## src/rtl/instr_fetch_unit_pkg.sv

```systemverilog
// Shared definitions for the instruction fetch unit and the control unit:
// fetch FSM state encoding, the canonical NOP word and the RV32I opcodes
// decoded by both blocks.
package instr_fetch_unit_pkg;

    // Fetch FSM states. HALT is entered on a misaligned redirect and is
    // only left through rst_n.
    typedef enum logic [1:0] {
        ST_FETCH = 2'b00,
        ST_VALID = 2'b01,
        ST_HALT  = 2'b10
    } fetch_state_e;

    // addi x0, x0, 0
    localparam logic [31:0] NOP_INSTR = 32'h0000_0013;

    // Major opcodes shared by fetch and control
    localparam logic [6:0] OPC_LW     = 7'b000_0011;
    localparam logic [6:0] OPC_SW     = 7'b010_0011;
    localparam logic [6:0] OPC_R_TYPE = 7'b011_0011;
    localparam logic [6:0] OPC_I_TYPE = 7'b001_0011;
    localparam logic [6:0] OPC_JAL    = 7'b110_1111;
    localparam logic [6:0] OPC_BEQ    = 7'b110_0011;
    localparam logic [6:0] OPC_JALR   = 7'b110_0111;

endpackage

```

## src/rtl/instr_fetch_unit_if.sv

```systemverilog
// Instruction-memory request/response bus.
//   imem_req   : fetch request (fetch unit -> memory)
//   imem_addr  : word-aligned fetch address (fetch unit -> memory)
//   imem_ack   : response valid, rdata sampled in the same cycle (memory -> fetch unit)
//   imem_rdata : fetched instruction word (memory -> fetch unit)
interface instr_fetch_unit_if;

    logic        imem_req;
    logic [31:0] imem_addr;
    logic        imem_ack;
    logic [31:0] imem_rdata;

    modport master (
        output imem_req,
        output imem_addr,
        input  imem_ack,
        input  imem_rdata
    );

    modport slave (
        input  imem_req,
        input  imem_addr,
        output imem_ack,
        output imem_rdata
    );

endinterface

```

## src/rtl/instr_fetch_unit_next_pc_sel.sv

```systemverilog
// Combinational next-pc selection for the fetch unit.
//   pc, pc_plus4      : current instruction address and its sequential successor
//   pc_sel, jalr_sel  : redirect / register-indirect redirect selects
//   imm_ext           : sign-extended immediate for pc-relative targets
//   alu_result        : jalr target before bit-0 clear
//   target            : selected next pc
//   misalign          : target is not word-aligned (bit 1 set)
module next_pc_sel
    import instr_fetch_unit_pkg::*;
(
    input  logic [31:0] pc,
    input  logic [31:0] pc_plus4,
    input  logic        pc_sel,
    input  logic        jalr_sel,
    input  logic [31:0] imm_ext,
    input  logic [31:0] alu_result,
    output logic [31:0] target,
    output logic        misalign
);

    // Target mux; all additions wrap modulo 2^32. jalr clears bit 0 as in RV32I.
    always_comb begin
        target   = pc_plus4;
        misalign = 1'b0;
        if (!pc_sel) begin
            target = pc_plus4;
        end else if (jalr_sel) begin
            target = alu_result & 32'hFFFF_FFFE;
        end else begin
            target = pc + imm_ext;
        end
        misalign = target[1];
    end

endmodule

```

## src/rtl/instr_fetch_unit.sv

```systemverilog
// Instruction fetch unit: issues one instruction-memory request per
// instruction, holds the fetched word until the datapath retires it, and
// computes the next pc on retire. A misaligned redirect halts fetch until reset.
//   clk, rst_n     : clock, asynchronous active-low reset
//   imem           : instruction-memory bus (master side)
//   instr, pc      : held instruction and its address
//   pc_plus4       : pc + 4 (link value)
//   instr_valid    : instr/pc valid and stable
//   instr_ready    : datapath retires instr this cycle
//   pc_sel, jalr_sel, imm_ext, alu_result : redirect controls, sampled on retire
//   misalign_err   : sticky misaligned-redirect flag
//   retire_count   : retired instruction counter (wraps)
module instr_fetch_unit
    import instr_fetch_unit_pkg::*;
#(
    parameter logic [31:0] RESET_PC = 32'h0000_0000
) (
    input  logic                      clk,
    input  logic                      rst_n,
    instr_fetch_unit_if.master        imem,
    output logic [31:0]               instr,
    output logic [31:0]               pc,
    output logic [31:0]               pc_plus4,
    output logic                      instr_valid,
    input  logic                      instr_ready,
    input  logic                      pc_sel,
    input  logic                      jalr_sel,
    input  logic [31:0]               imm_ext,
    input  logic [31:0]               alu_result,
    output logic                      misalign_err,
    output logic [31:0]               retire_count
);

    fetch_state_e state_r;
    fetch_state_e state_next_s;

    logic [31:0] pc_r;
    logic [31:0] pc_plus4_r;
    logic [31:0] instr_r;
    logic        misalign_err_r;
    logic [31:0] retire_count_r;

    logic        imem_req_s;
    logic        instr_valid_s;
    logic        load_instr_s;
    logic        retire_s;
    logic [31:0] target_s;
    logic        target_misalign_s;

    next_pc_sel u_next_pc_sel (
        .pc         (pc_r),
        .pc_plus4   (pc_plus4_r),
        .pc_sel     (pc_sel),
        .jalr_sel   (jalr_sel),
        .imm_ext    (imm_ext),
        .alu_result (alu_result),
        .target     (target_s),
        .misalign   (target_misalign_s)
    );

    // FSM state register
    always_ff @(posedge clk or negedge rst_n) begin
        if (!rst_n) begin
            state_r <= ST_FETCH;
        end else begin
            state_r <= state_next_s;
        end
    end

    // FSM next state and state-decoded controls; ack only counts in FETCH
    always_comb begin
        state_next_s  = state_r;
        imem_req_s    = 1'b0;
        instr_valid_s = 1'b0;
        load_instr_s  = 1'b0;
        retire_s      = 1'b0;
        case (state_r)
            ST_FETCH: begin
                imem_req_s = 1'b1;
                if (imem.imem_ack) begin
                    load_instr_s = 1'b1;
                    state_next_s = ST_VALID;
                end else begin
                    state_next_s = ST_FETCH;
                end
            end
            ST_VALID: begin
                instr_valid_s = 1'b1;
                if (instr_ready) begin
                    retire_s = 1'b1;
                    if (target_misalign_s) begin
                        state_next_s = ST_HALT;
                    end else begin
                        state_next_s = ST_FETCH;
                    end
                end else begin
                    state_next_s = ST_VALID;
                end
            end
            ST_HALT: begin
                state_next_s = ST_HALT;
            end
            default: begin
                // Unreachable encoding: stop fetching rather than guess a pc
                state_next_s = ST_HALT;
            end
        endcase
    end

    // Instruction, pc and status registers; a faulting redirect keeps the
    // faulting pc but still counts the retire
    always_ff @(posedge clk or negedge rst_n) begin
        if (!rst_n) begin
            pc_r           <= RESET_PC;
            pc_plus4_r     <= RESET_PC + 32'd4;
            instr_r        <= NOP_INSTR;
            misalign_err_r <= 1'b0;
            retire_count_r <= 32'd0;
        end else begin
            if (load_instr_s) begin
                instr_r <= imem.imem_rdata;
            end
            if (retire_s) begin
                retire_count_r <= retire_count_r + 32'd1;
                if (target_misalign_s) begin
                    misalign_err_r <= 1'b1;
                end else begin
                    pc_r       <= target_s;
                    pc_plus4_r <= target_s + 32'd4;
                end
            end
        end
    end

    assign imem.imem_req  = imem_req_s;
    assign imem.imem_addr = pc_r;
    assign instr          = instr_r;
    assign pc             = pc_r;
    assign pc_plus4       = pc_plus4_r;
    assign instr_valid    = instr_valid_s;
    assign misalign_err   = misalign_err_r;
    assign retire_count   = retire_count_r;

endmodule

```

## src/flat_wrapper.sv

```systemverilog
// flat-port wrapper written by rule: the top's interface ports become plain ports
module instr_fetch_unit_flat import instr_fetch_unit_pkg::*;
#(
    parameter logic [31:0] RESET_PC = 32'h0000_0000
)
  (clk, rst_n, instr, pc, pc_plus4, instr_valid, instr_ready, pc_sel, jalr_sel, imm_ext, alu_result, misalign_err, retire_count, imem_imem_req, imem_imem_addr, imem_imem_ack, imem_imem_rdata);
  instr_fetch_unit_if imem_i ();
  input  logic clk;
  input  logic rst_n;
  output logic [31:0] instr;
  output logic [31:0] pc;
  output logic [31:0] pc_plus4;
  output logic instr_valid;
  input  logic instr_ready;
  input  logic pc_sel;
  input  logic jalr_sel;
  input  logic [31:0] imm_ext;
  input  logic [31:0] alu_result;
  output logic misalign_err;
  output logic [31:0] retire_count;
  output wire logic [$bits(imem_i.imem_req)-1:0] imem_imem_req;
  output wire logic [$bits(imem_i.imem_addr)-1:0] imem_imem_addr;
  input wire logic [$bits(imem_i.imem_ack)-1:0] imem_imem_ack;
  input wire logic [$bits(imem_i.imem_rdata)-1:0] imem_imem_rdata;
  assign imem_imem_req = imem_i.imem_req;
  assign imem_imem_addr = imem_i.imem_addr;
  assign imem_i.imem_ack = imem_imem_ack;
  assign imem_i.imem_rdata = imem_imem_rdata;
  instr_fetch_unit #(.RESET_PC(RESET_PC)) u_core (.clk(clk), .rst_n(rst_n), .imem(imem_i), .instr(instr), .pc(pc), .pc_plus4(pc_plus4), .instr_valid(instr_valid), .instr_ready(instr_ready), .pc_sel(pc_sel), .jalr_sel(jalr_sel), .imm_ext(imm_ext), .alu_result(alu_result), .misalign_err(misalign_err), .retire_count(retire_count));
endmodule
```

## config.mk

```make
export PLATFORM = sky130hd
export DESIGN_NAME = instr_fetch_unit_flat
export DESIGN_NICKNAME = d
export VERILOG_FILES = /design/src/rtl/instr_fetch_unit_pkg.sv /design/src/rtl/instr_fetch_unit_if.sv /design/src/rtl/instr_fetch_unit_next_pc_sel.sv /design/src/rtl/instr_fetch_unit.sv /design/src/flat_wrapper.sv
export SDC_FILE = /design/constraint.sdc
export NUM_CORES = 1
export LEC_CHECK = 0
export ABC_AREA = 0
export CAP_MARGIN = 0
export CORE_ASPECT_RATIO = 1.4
export CORE_MARGIN = 2
export CORE_UTILIZATION = 42
export DETAILED_ROUTE_END_ITERATION = 8
export PLACE_DENSITY = 0.83
export SLEW_MARGIN = 40
export SYNTH_ARGS = -nofsm -noshare
export SYNTH_HDL_FRONTEND = slang
export SYNTH_SLANG_ARGS = --single-unit
```

## constraint.sdc

```tcl
create_clock -name clk -period 3.5 [get_ports clk]
set_clock_uncertainty 0.05 [all_clocks]
set_input_delay 1.05 -clock clk [delete_from_list [all_inputs] [get_ports clk]]
set_output_delay 1.05 -clock clk [all_outputs]
set_load 0.01 [all_outputs]
```

# Word level (Yosys, flattened, before mapping)
# Cells that the tools add are included.
[word_totals]
register_bits = 130
latch_bits = 0
ram_bits = 0
romBits = 0
elab_cells = 26
memories = 0
[op_classes]
n_addsub = 3
multipliers = 0
div_mod_pow = 0
n_lt_le_gt_ge = 0
eq_ne = 1
n_shift = 0
muxes = 12
bitwise_logic = 1
n_reduce_logical = 3
[op_table]
columns = ["cell", "n"]
rows = [
  ["$mux 32", 2],
  ["$add 32x1->32 const B", 1],
  ["$add 32x3->32 const B", 1],
  ["$add 32x32->32", 1],
  ["$mux 1", 7],
  ["$mux 2", 2],
  ["$pmux 2 s2", 1],
  ["$reduce_and 2->1", 2],
  ["$eq 2x1->1 const B", 1],
  ["$logic_not 2->1", 1],
  ["$not 1->1", 1],
]

# Depth between registers and ports, before layout
[depth]
depth_word = 6
depth_mapped = 14

# By module
# From an unflattened synthesis, not the netlist that was laid out.
[unflattened]
cells_unflattened = 884
hier_area_um2 = 8080.2
[by_module_without_submodules]
columns = ["mod", "n_inst", "cells_each", "area_per_inst_um2"]
rows = [
  ["instr_fetch_unit", 1, 551, 5861.9],
  ["next_pc_sel", 1, 333, 2218.4],
]

# Worst setup path before layout
# No wires, ideal clock.
[synth_path]
kind = "input to register"
startpoint = "input imm_ext[4]"
endpoint = "register u_core.pc_plus4_r[30], in the netlist u_core.pc_plus4[30]"
arrival_ns = 3.868
required_ns = 3.318
setup_slack_ns = -0.550
path_stages = 14
cell_sequence = "ha_1 buf_2 nand2_1 o211ai_1 nand3_1 a31oi_1 mux2i_1 a221oi_1 or2_2 or4b_1 buf_2 nor4_1 xor2_1 o21ai_1"
[synth_between]
elab_chain_cells = 4
[synth_lines]
columns = ["item", "line_no", "text"]
rows = [
  ["start: declaration", "flat_wrapper.sv:17", "input logic [31:0] imm_ext;"],
  ["$add 32x32->32", "instr_fetch_unit_next_pc_sel.sv:30", "target = pc + imm_ext;"],
  ["$mux 32", "instr_fetch_unit_next_pc_sel.sv:27", "end else if (jalr_sel) begin"],
  ["$mux 32", "instr_fetch_unit_next_pc_sel.sv:25", "if (!pc_sel) begin"],
  ["$add 32x3->32", "instr_fetch_unit.sv:129", "pc_plus4_r <= target_s + 32'd4;"],
  ["end signal: assignment", "instr_fetch_unit.sv:115", "pc_plus4_r <= RESET_PC + 32'd4;"],
  ["end signal: assignment", "instr_fetch_unit.sv:129", ""],
  ["end: declaration", "instr_fetch_unit.sv:38", "logic [31:0] pc_plus4_r;"],
]
# Every way passes these cells.
# A chain may end at the register's enable or synchronous reset.

# Final worst setup path
[layout_path]
startpoint = "input imm_ext[2]"
endpoint = "register u_core.pc_plus4_r[29], in the netlist u_core.pc_plus4[29]"
# The elaborated chain is that of the path after synthesis.

==> summary.txt <==
Placed design
  • Placed cell count: 1512
  • IO buf count: 261
  • DP Wirelength: 21.46 mm
  • Routability cong.: 0.9686

Setup path
  • WP data required: 3760 ps
  • Critical path class: input port to register
  • Crit Path Max Fanout: 4
  • CP endpoint kind: register
  • CP arrival: 4120 ps
  • Startpoint types: input port
  • Internal reg-to-reg setup slack: -30 ps

Power and ir drop
  • Sequential power share: 0.227
  • P_leak: 5.939 nW
  • Combinational share of power: 0.620
  • Switch share: 0.3931
  • Peak supply drop: 0.0004834 V
  • Internal power: 6.757 mW
  • Pwr dens: 806.9 nW/µm²
  • Net Switching: 4.376 mW
  • Clock Power Share: 0.153
  • Final Power: 11.13 mW

Global routing
  • Global route overflow: 0
  • Initial antenna violation count: 1
  • First-pass GRT wire length: 47.64 mm
  • Vias in the first global route: 9427
  • Largest net degree at the start of global routing: 71
  • All-layer global routing usage: 0.2953

Clock network
  • Reg clk slew, reported paths: 70 ps
  • Hold buffers post-CTS: 0
  • Clk Latency, worst-skew pair: 420 ps
  • Clock Sinks: 129
  • Clock buffer depth: 2
  • CTS tree: built
  • CTS root buf: clkbuf_16
  • Total CTS buffers: 17
  • # H-tree levels: 4

Die
  • Die W: 120.9 µm
  • Die area: 20280 µm²
  • Initial core utilization: 0.4304
  • Die Y: 167.7 µm
  • IO Count: 265
  • Core Footprint: 18680 µm²
  • Site Rows: 59

Yosys
  • Synthesized flop and latch total: 129
  • Syn avg cell area: 9.084 µm²
  • Syn Inst Count: 885
  • Synthesis Warnings: 0
  • Async set-reset flop share out of synthesis: 1.000
  • Synth Flop Type: dfrtp_1
  • Post-synthesis sequential area ratio: 0.4022
  • Mapped cell area: 8039 µm²
  • Post-synth EDFFs: 0
  • Synth unique cells: 69

Cells and area
  • Fill count: 1279
  • Layout Nets: 1458
  • Area delta synth->final: 71.64%
  • Finished Layout Cells: 1580
  • Ratio of cells with drive above 1 in the final layout: 0.3383
  • Antenna Cells: 0

STA
  • Final setup margin: -361.0 ps
  • Crit path time final: 3861 ps
  • Final Max Slew Viols: 0
  • Fin Hold WS: 431.0 ps
  • Worst-margin pin slew: 580.8 ps
  • Period Utilization, post-route: 1.103
  • Slew Limit Headroom: 0.6087
  • RSZ-0062 raised after global routing: true
  • # setup viols final: 21
  • Achievable Freq: 259.0 MHz
  • Final hold vios: 0
  • Setup_tns: -4186 ps

Detailed routing
  • Final antenna-violating net count: 0
  • WL/cell: 19.37 µm
  • Routed wire length: 30.60 mm
  • Routed vias/inst: 5.617
  • Via count: 8875
  • Pre-Repair DR Iteration Count: 6
  • # DRC: 0
  • DR iter-0 viols: 541

Min path
  • Hold/Removal Path Class: register to register

Run status
  • Failing checks: setup timing
  • Status: complete, but fails checks

Run
  • Max Cap Violations: 0
power by group through the flow:
stage / clock (mW) / combinational [mW] / sequential (mW)
finish: 1.71 / 6.90 / 2.53
global placement: 0 / 5.71 / 2.48
floorplan: 0 / 2.61 / 2.70
CTS: 1.73 / 6.56 / 2.52
detailed placement: 0 / 5.81 / 2.51
global route: 1.80 / 7.33 / 2.60
flip-flops by register name (all words and copies together) (netlist names):
register	flops
u_core.pc_plus4	32
u_core.imem.imem_addr	30
u_core.instr	32
u_core.state_r	2
u_core.retire_count	32
u_core.misalign_err	1
path summary, 6_finish.rpt:
kind,depth (start not counted),startpoint,end
setup / recovery,16,imm_ext[2],u_core.pc_plus4[29]
max in group asynchronous,2,rst_n,u_core.instr[4]
min in group asynchronous,1,rst_n,u_core.instr[25]
setup reg to reg,15,u_core.imem.imem_addr[2],u_core.pc_plus4[29]
hold / removal,1,u_core.retire_count[31],u_core.retire_count[31]
hold reg to reg,1,u_core.retire_count[31],u_core.retire_count[31]
repair_timing:
action,4_1_cts,5_1_grt
pin swaps,84,37
gates resized for setup,215,21
endpoints found under the hold margin,0,0
endpoints found under the setup margin,28,22
setup buffers,28,9
placed cells by master, fill, tap and decap left out, drive strengths merged, types with 6 or more instances in the layout:
master	instances
xor2	28
clkdlybuf4s50	233
nand2	138
clkbuf	18
nor2	53
o21ai	74
or3	8
ha	33
dlygate4sd2	6
o211ai	13
nand3	31
a222oi	6
nor2b	7
a211oi	7
clkinvlp	6
a21oi	41
a221oi	8
o21a	7
and3	16
dfrtp	125
a21o	7
xnor2	45
and2	10
inv	18
nand4	16
mux2i	8
a31oi	8
mux2	33
buf	252
nor3	18
cell families after synthesis:
| group | count (synthesis) | synth area share |
|---|---|---|
| simple gates | 321 | 0.1918 |
| flops | 129 | 0.4022 |
| buf+inv | 88 | 0.05914 |
| xor+xnor | 73 | 0.07953 |
| mux | 41 | 0.05619 |
| fa+ha+maj | 33 | 0.05136 |
| other cells | 1 | 0.0004665 |
| compound gates | 199 | 0.1594 |
final cells by class:
cell class	count	area, µm²	share of cell area
inverters	10	37.54	0.002720
clock buffers	18	429.2	0.03110
flip-flops and latches	129	3233	0.2343
multi-input cells	669	5240	0.3798
repair buffers	496	4431	0.3211
well taps	244	305.3	0.02213
clock inverters	14	122.6	0.008887
worst max-delay path: stages:
cell and delay (ps):
buf_8 100, ha_4 250, buf_6 120, a211oi_4 250, o21ai_2 120, buf_6 150
a31oi_1 220, xnor2_1 200, a222oi_1 170, nor2_1 290, nor4b_4 320, nand4_1 150
buf_6 170, nor4b_4 300, xnor2_1 160, o21ai_1 80
stage by stage:
| step | util | setup slack, ps | instance area [µm²] |
|---|---|---|---|
| 2_1_floorplan | - | -442.6 | 8253 |
| 3_3_place_gp | 0.6558 | -1091 | 12250 |
| 3_5_place_dp | 0.6558 | -1123 | 12250 |
| 4_1_cts | 0.7298 | -194.0 | 13630 |
| 5_1_grt | 0.7388 | -423.4 | 13800 |
| 6_report | 0.7388 | -361.0 | 13800 |
Yosys cell counts, types with 10 or more instances:
cell type,n,area share
a21oi_1,40,0.025
clkbuf_1,28,0.013
ha_1,33,0.051
buf_4,35,0.033
nor3_1,18,0.011
and3_1,15,0.012
dfrtp_1,125,0.39
nand4_1,16,0.012
o21ai_0,57,0.035
nor2_1,53,0.025
nand3_1,31,0.019
xor2_1,28,0.031
o21ai_1,14,0.0087
buf_2,11,0.0068
nand2_1,138,0.064
and2_1,10,0.0078
xnor2_1,45,0.049
mux2_2,33,0.046
o211ai_1,13,0.012
metal layers:
metal | global-route usage | up-vias | share of wire
met2 | 0.5308 | 461 | 0.52
met5 | 0 | - | 0.00042
met3 | 0.06437 | 151 | 0.074
li1 | - | 3986 | -
met4 | 0.1577 | 2 | 0.056
met1 | 0.3180 | 4275 | 0.35
No activity file was read; power rests on OpenSTA's default activity.
